### src/rtl/mem_arb_pkg.sv
// Shared types and memsize encoding for the instruction/data memory arbiter.
package mem_arb_pkg;

  typedef enum logic [1:0] {
    IDLE  = 2'b00,
    IBUSY = 2'b01,
    DBUSY = 2'b10
  } state_t;

  // Same encoding the CPU uses for its memsize field.
  localparam logic [1:0] MS_NONE = 2'b00;
  localparam logic [1:0] MS_BYTE = 2'b01;
  localparam logic [1:0] MS_HALF = 2'b10;
  localparam logic [1:0] MS_WORD = 2'b11;

endpackage

### src/rtl/mem_arbiter_byte_lane.sv
// Byte-lane steering: strobes, write-data replication and read-data extraction.
// MEM_ARB_ALIGN_CHECK_EN enables the misalignment flag; otherwise it is tied low.
module byte_lane
  import mem_arb_pkg::*;
(
  input  logic [1:0]  size,
  input  logic [1:0]  addr_lo,
  input  logic [31:0] wdata,
  input  logic [31:0] rword,
  output logic [3:0]  strb,
  output logic [31:0] wdata_rep,
  output logic [31:0] rdata,
  output logic        misalign
);

  always_comb begin
    // NOTE: every output gets a default first so no path through the case infers a latch.
    strb      = 4'b0000;
    wdata_rep = '0;
    rdata     = '0;
    case (size)
      MS_BYTE: begin
        strb      = 4'b0001 << addr_lo;
        wdata_rep = {4{wdata[7:0]}};
        rdata     = {24'h0, rword[{addr_lo, 3'b000} +: 8]};
      end
      MS_HALF: begin
        strb      = 4'b0011 << {addr_lo[1], 1'b0};
        wdata_rep = {2{wdata[15:0]}};
        rdata     = {16'h0, rword[{addr_lo[1], 4'b0000} +: 16]};
      end
      MS_WORD: begin
        strb      = 4'b1111;
        wdata_rep = wdata;
        rdata     = rword;
      end
      default: ;
    endcase
  end

`ifdef MEM_ARB_ALIGN_CHECK_EN
  assign misalign = ((size == MS_HALF) && addr_lo[0]) ||
                    ((size == MS_WORD) && (addr_lo != 2'b00));
`else
  assign misalign = 1'b0;
`endif

endmodule

### src/rtl/mem_arbiter.sv
// Arbitrates one single-ported 32-bit memory between instruction fetch and load/store,
// with a wait-timeout watchdog. MEM_ARB_ALIGN_CHECK_EN rejects misaligned data accesses.
module mem_arbiter
  import mem_arb_pkg::*;
#(
  parameter int TIMEOUT = 255,
  parameter int CNT_W   = 8
) (
  input  logic        i_clk,
  input  logic        i_rst,
  input  logic        i_ireq,
  input  logic [31:0] i_iaddr,
  output logic        o_iack,
  output logic [31:0] o_idata,
  input  logic        i_dreq,
  input  logic        i_dwrite,
  input  logic [1:0]  i_dsize,
  input  logic [31:0] i_daddr,
  input  logic [31:0] i_dwdata,
  output logic        o_dack,
  output logic [31:0] o_drdata,
  output logic        o_derr,
  output logic        o_mreq,
  output logic        o_mwe,
  output logic [3:0]  o_mstrb,
  output logic [31:0] o_maddr,
  output logic [31:0] o_mwdata,
  input  logic        i_mack,
  input  logic [31:0] i_mrdata
);

  localparam logic [CNT_W-1:0] TO_LIMIT = CNT_W'(TIMEOUT);
  localparam bit               WD_EN    = (TIMEOUT != 0);

  state_t           state;
  logic [1:0]       lat_size;
  logic [1:0]       lat_alo;
  logic [CNT_W-1:0] wd_cnt;

  logic [1:0]  lane_size;
  logic [1:0]  lane_alo;
  logic [3:0]  lane_strb;
  logic [31:0] lane_wdata;
  logic [31:0] lane_rdata;
  logic        lane_misalign;
  logic        unused_iaddr_lo;

  // Fetch addresses are word-aligned by truncation; the low bits carry no meaning.
  assign unused_iaddr_lo = ^i_iaddr[1:0];

  // The lane decoder looks at the live request while idle and the latched one while busy.
  assign lane_size = (state == IDLE) ? i_dsize      : lat_size;
  assign lane_alo  = (state == IDLE) ? i_daddr[1:0] : lat_alo;

  byte_lane u_lane (
    .size      (lane_size),
    .addr_lo   (lane_alo),
    .wdata     (i_dwdata),
    .rword     (i_mrdata),
    .strb      (lane_strb),
    .wdata_rep (lane_wdata),
    .rdata     (lane_rdata),
    .misalign  (lane_misalign)
  );

  always_ff @(posedge i_clk) begin
    // NOTE: sequential state uses non-blocking assignments so every register samples pre-edge values.
    if (i_rst) begin
      state    <= IDLE;
      lat_size <= MS_NONE;
      lat_alo  <= 2'b00;
      wd_cnt   <= '0;
      o_iack   <= 1'b0;
      o_idata  <= '0;
      o_dack   <= 1'b0;
      o_drdata <= '0;
      o_derr   <= 1'b0;
      o_mreq   <= 1'b0;
      o_mwe    <= 1'b0;
      o_mstrb  <= 4'b0000;
      o_maddr  <= '0;
      o_mwdata <= '0;
    end else begin
      o_iack <= 1'b0;
      o_dack <= 1'b0;
      case (state)
        IDLE: begin
          wd_cnt <= '0;
          // A side's request is ignored while its own ack is still showing.
          if (i_dreq && !o_dack) begin
            if ((i_dsize == MS_NONE) || lane_misalign) begin
              o_dack   <= 1'b1;
              o_drdata <= '0;
              o_derr   <= lane_misalign;
            end else begin
              state    <= DBUSY;
              lat_size <= i_dsize;
              lat_alo  <= i_daddr[1:0];
              o_mreq   <= 1'b1;
              o_mwe    <= i_dwrite;
              o_mstrb  <= lane_strb;
              o_maddr  <= {i_daddr[31:2], 2'b00};
              o_mwdata <= i_dwrite ? lane_wdata : '0;
            end
          end else if (i_ireq && !o_iack) begin
            state    <= IBUSY;
            o_mreq   <= 1'b1;
            o_mwe    <= 1'b0;
            o_mstrb  <= 4'b0000;
            o_maddr  <= {i_iaddr[31:2], 2'b00};
            o_mwdata <= '0;
          end
        end

        IBUSY, DBUSY: begin
          if (i_mack || (WD_EN && (wd_cnt == TO_LIMIT))) begin
            state    <= IDLE;
            o_mreq   <= 1'b0;
            o_mwe    <= 1'b0;
            o_mstrb  <= 4'b0000;
            o_maddr  <= '0;
            o_mwdata <= '0;
            if (state == IBUSY) begin
              o_iack  <= 1'b1;
              o_idata <= i_mack ? i_mrdata : '0;
            end else begin
              o_dack   <= 1'b1;
              o_drdata <= (i_mack && !o_mwe) ? lane_rdata : '0;
              o_derr   <= !i_mack;
            end
          end else if (WD_EN) begin
            wd_cnt <= wd_cnt + CNT_W'(1);
          end
        end

        default: state <= IDLE;
      endcase
    end
  end

  a_word_aligned: assert property (@(posedge i_clk) disable iff (i_rst)
    o_maddr[1:0] == 2'b00);

  a_single_ack: assert property (@(posedge i_clk) disable iff (i_rst)
    !(o_iack && o_dack));

  a_fetch_reads: assert property (@(posedge i_clk) disable iff (i_rst)
    (state == IBUSY) |-> (!o_mwe && (o_mstrb == 4'b0000)));

endmodule

### config.mk
export PLATFORM = sky130hd
export DESIGN_NAME = mem_arbiter
export DESIGN_NICKNAME = d
export VERILOG_FILES = /design/src/rtl/mem_arb_pkg.sv /design/src/rtl/mem_arbiter_byte_lane.sv /design/src/rtl/mem_arbiter.sv
export SDC_FILE = /design/constraint.sdc
export NUM_CORES = 1
export LEC_CHECK = 0
export CAP_MARGIN = 20
export CORE_UTILIZATION = 40
export CTS_CLUSTER_SIZE = 20
export DETAILED_ROUTE_END_ITERATION = 7
export GPL_TIMING_DRIVEN = 1
export HOLD_SLACK_MARGIN = 0.06
export PLACE_DENSITY = 0.85
export RECOVER_POWER = 50
export SETUP_SLACK_MARGIN = 0.15
export SYNTH_ARGS = -nofsm -noshare
export SYNTH_HDL_FRONTEND = slang
export SYNTH_HIERARCHICAL = 1
export SYNTH_SLANG_ARGS = --single-unit
### constraint.sdc
create_clock -name i_clk -period 3.4 [get_ports i_clk]
set_input_delay 0.68 -clock i_clk [delete_from_list [all_inputs] [get_ports i_clk]]
set_output_delay 0.68 -clock i_clk [all_outputs]
set_load 0.02 [all_outputs]
==> impl_metrics.json <==
{
  "ff_latch_area_sq_um": 2980,
  "synth_top_area_cell": "dfxtp_1",
  "cts.sinks": 149,
  "ys_seq_area_share_pct": 43.0,
  "drt_first_pass_iters": 6,
  "ctsRootBufferMaster": "clkbuf_16",
  "grt_max_degree": 39,
  "dp_hpwl_mm": 15.3,
  "worst_slew_pin_slew_ps": 1190,
  "drv_cap": 0,
  "grt_pass1_vias": 6078,
  "ff2ff_path_depth": 7,
  "die_area_sq_um": 17900,
  "yosysTopAreaCellShare_pct": 43.0,
  "multiInputGateArea_sq_um": 3590,
  "yosys.cell_types.count": 56,
  "areaGrowthSynthToFinish_pct": 48.3,
  "holdWs_ps": 454,
  "finalHoldViolations": 0,
  "setup_viol": 0,
  "clk_path_buf_depth": 2,
  "ys_ff_latch": 149,
  "finClkSkew_ps": 9.81,
  "drive_gt1_share_pct": 8.84,
  "antenna_found_initial": 1,
  "cp_slowest_cell": "nor2b_1",
  "drc": 0,
  "power_w": 0.00512,
  "grt_pass1_wl_mm": 33.1,
  "post-place-ws_ps": 465,
  "synth.most_common_cell": "dfxtp_1",
  "synth_edf_count": 0,
  "nets": 1090,
  "status": "finished, final reports clean",
  "hold_start": "o_drdata[3]",
  "fillers": 1411,
  "leakage_nw": 4.49,
  "fp.dieW_um": 134,
  "whs_path_depth": 2,
  "dpl_cell_area_sq_um": 9720,
  "synth-main-ff-cell": "dfxtp_1",
  "ir_drop_v": 0.000381,
  "synth.area.top_cells": "dfxtp_1 43%, a22o_1 11%, mux2i_1 11%",
  "max_freq_mhz": 359,
  "power_density_nw_per_um2": 498,
  "numPortBuffers": 268,
  "endpoint_kind": "register",
  "worstPathCellList": "inv_1, ha_1, mux2_2, nor2b_1, buf_4, a22o_1, a22o_1",
  "avgViaCountPerCell": 5.49,
  "r2r_slack_ps": 620,
  "avgRoutedWirePerCell_um": 18.2,
  "grt_util_all_layers_pct": 23.6,
  "synth_commonest_cells": "149 x dfxtp_1, 122 x nand2_1, 88 x a22o_1",
  "antenna-diode-count": 0,
  "r2r-start": "state[1]",
  "cts_tree": "built",
  "yosys_warnings": 6,
  "design_area_sq_um": 10300,
  "required_ps": 3760,
  "final_max_slew_viol_count": 0,
  "core_area_sq_um": 16800,
  "final.setup.worst_slack_ps": 617,
  "period_share_pct": 81.9,
  "hold_buffers": 0,
  "synthCells": 710,
  "crit_path_start_kind": "register",
  "rsz0062_at_grt": "no",
  "cts_resized": 0,
  "gr-total-overflow": 0,
  "synthArstFlopShare_pct": 0,
  "syn_area_per_cell_sq_um": 9.77,
  "start_util_pct": 41.4,
  "num_rows": 47,
  "hold_class": "register to register",
  "post_cts_buffers": 0,
  "wl_mm": 21.5,
  "crit_type": "register to register",
  "slowest_delay_ps": 730,
  "finalCriticalPeriod_ps": 2780,
  "rr_endpoint": "o_mwdata[13]",
  "tns_ps": 0,
  "syn_area_sq_um": 6940,
  "path_max_fanout": 14,
  "ant_nets": 0,
  "die_h_um": 134,
  "clkSlewWorstSetupHoldPaths_ps": 60,
  "vias": 6492,
  "gp_congestion": 0.896,
  "cpMostUsedCell": "a22o_1",
  "clk_latency_ps": 420,
  "critPathArrivalTime_ps": 3150,
  "holdPathEnd": "o_drdata[3]",
  "numCtsBuffers": 17,
  "drt_iter0_drc": 336,
  "htreeDepth": 4,
  "io_pins": 273,
  "max_slew_margin_pct": 20.4
}
[layout by cell type, fill, tap and decap left out, types with 3 or more instances in the layout]
master           synthesis  layout
nor2_1                  18      18
a221o_1                  8       8
mux2i_1                 76      76
and3_1                  19      19
nand4_1                  3       4
o211ai_1                 4       4
nand2_1                122     122
a22o_1                  88      88
dfxtp_1                149     149
nand3_1                  9       9
conb_1                   2       3
ha_1                     5       5
o31ai_1                  3       3
mux2_2                  12      12
a21boi_0                 5       5
a21oi_1                  6       6
nand2b_1                 5       4
o32ai_1                 34      34
inv_1                    9      10
clkinv_4                 0       4
mux2_4                   8       8
nor2b_1                 13      13
buf_4                   11      17
clkdlybuf4s50_1          0     136
clkbuf_16                0      17
o21ai_0                  7       7
dlygate4sd3_1            0     131
a21boi_1                 3       3
inv_6                    0       5
[worst max-delay path by stage]
stage	depth (start not counted)	startpoint	endpoint	slack [ps]
3_5_place_dp	6	i_dsize[0]	o_mwdata[30]	470
5_1_grt	7	state[1]	o_mwdata[13]	430
6_report	7	state[1]	o_mwdata[13]	620
3_3_place_gp	6	i_dsize[1]	o_mwdata[13]	500
2_1_floorplan	9	state[1]	o_mwdata[17]	1090
4_1_cts	7	state[1]	o_mwdata[30]	610
[cells by family after synthesis]
logic type | after synthesis | share of synthesized area, %
buffers and inverters | 77 | 5.72
other | 2 | 0.108
adders and majority gates | 5 | 0.902
muxes | 96 | 14.6
DFF | 149 | 43.0
AOI/OAI and AO/OA | 173 | 21.3
and+or+nand+nor | 207 | 14.2
xor gates and xnor gates | 1 | 0.126
[where the power goes]
part	switching, W	internal, W	total [W]
Sequential	0.0000517	0.00185	0.00190
Clock	0.000791	0.00102	0.00182
Combinational	0.000766	0.000639	0.00140
[flip-flops by register name, indices dropped and copies added, names as in the netlist, 2 cells and up]
register  count
o_drdata     32
o_idata      32
o_mwdata     32
o_maddr      30
wd_cnt        8
o_mstrb       4
lat_alo       2
lat_size      2
state         2
[area by class of cell]
cell class,count,area share (%)
clock buffers,17,4.14
well taps,220,2.68
flip-flops and latches,149,29.0
clock inverters,15,1.41
multi-input cells,485,34.9
repair buffers,286,27.5
inverters,10,0.365
[through the flow]
stage                     cells  util (%)
after detailed placement   1150      58.0
final                      1182      61.4
after global routing       1182      61.4
after floorplan             711         -
after CTS                  1182      61.4
after global placement     1150      58.0
[critical path, delay by kind of cell, from the launching register on]
kind,cells,cell delay [ps]
and+or+nand+nor,1,730
buffers and inverters,2,450
adders and majority gates,1,470
muxes,1,420
AOI/OAI and AO/OA,2,330
DFF,1,330
[per-layer routing]
| metal | global-route usage [%] | part of all wire (%) |
|---|---|---|
| met1 | 28.6 | 42 |
| met2 | 39.9 | 49 |
| met3 | 6.20 | 6.7 |
| met4 | 8.71 | 2.5 |
| met5 | 0 | 0.074 |
(Power assumes the default switching activity.)
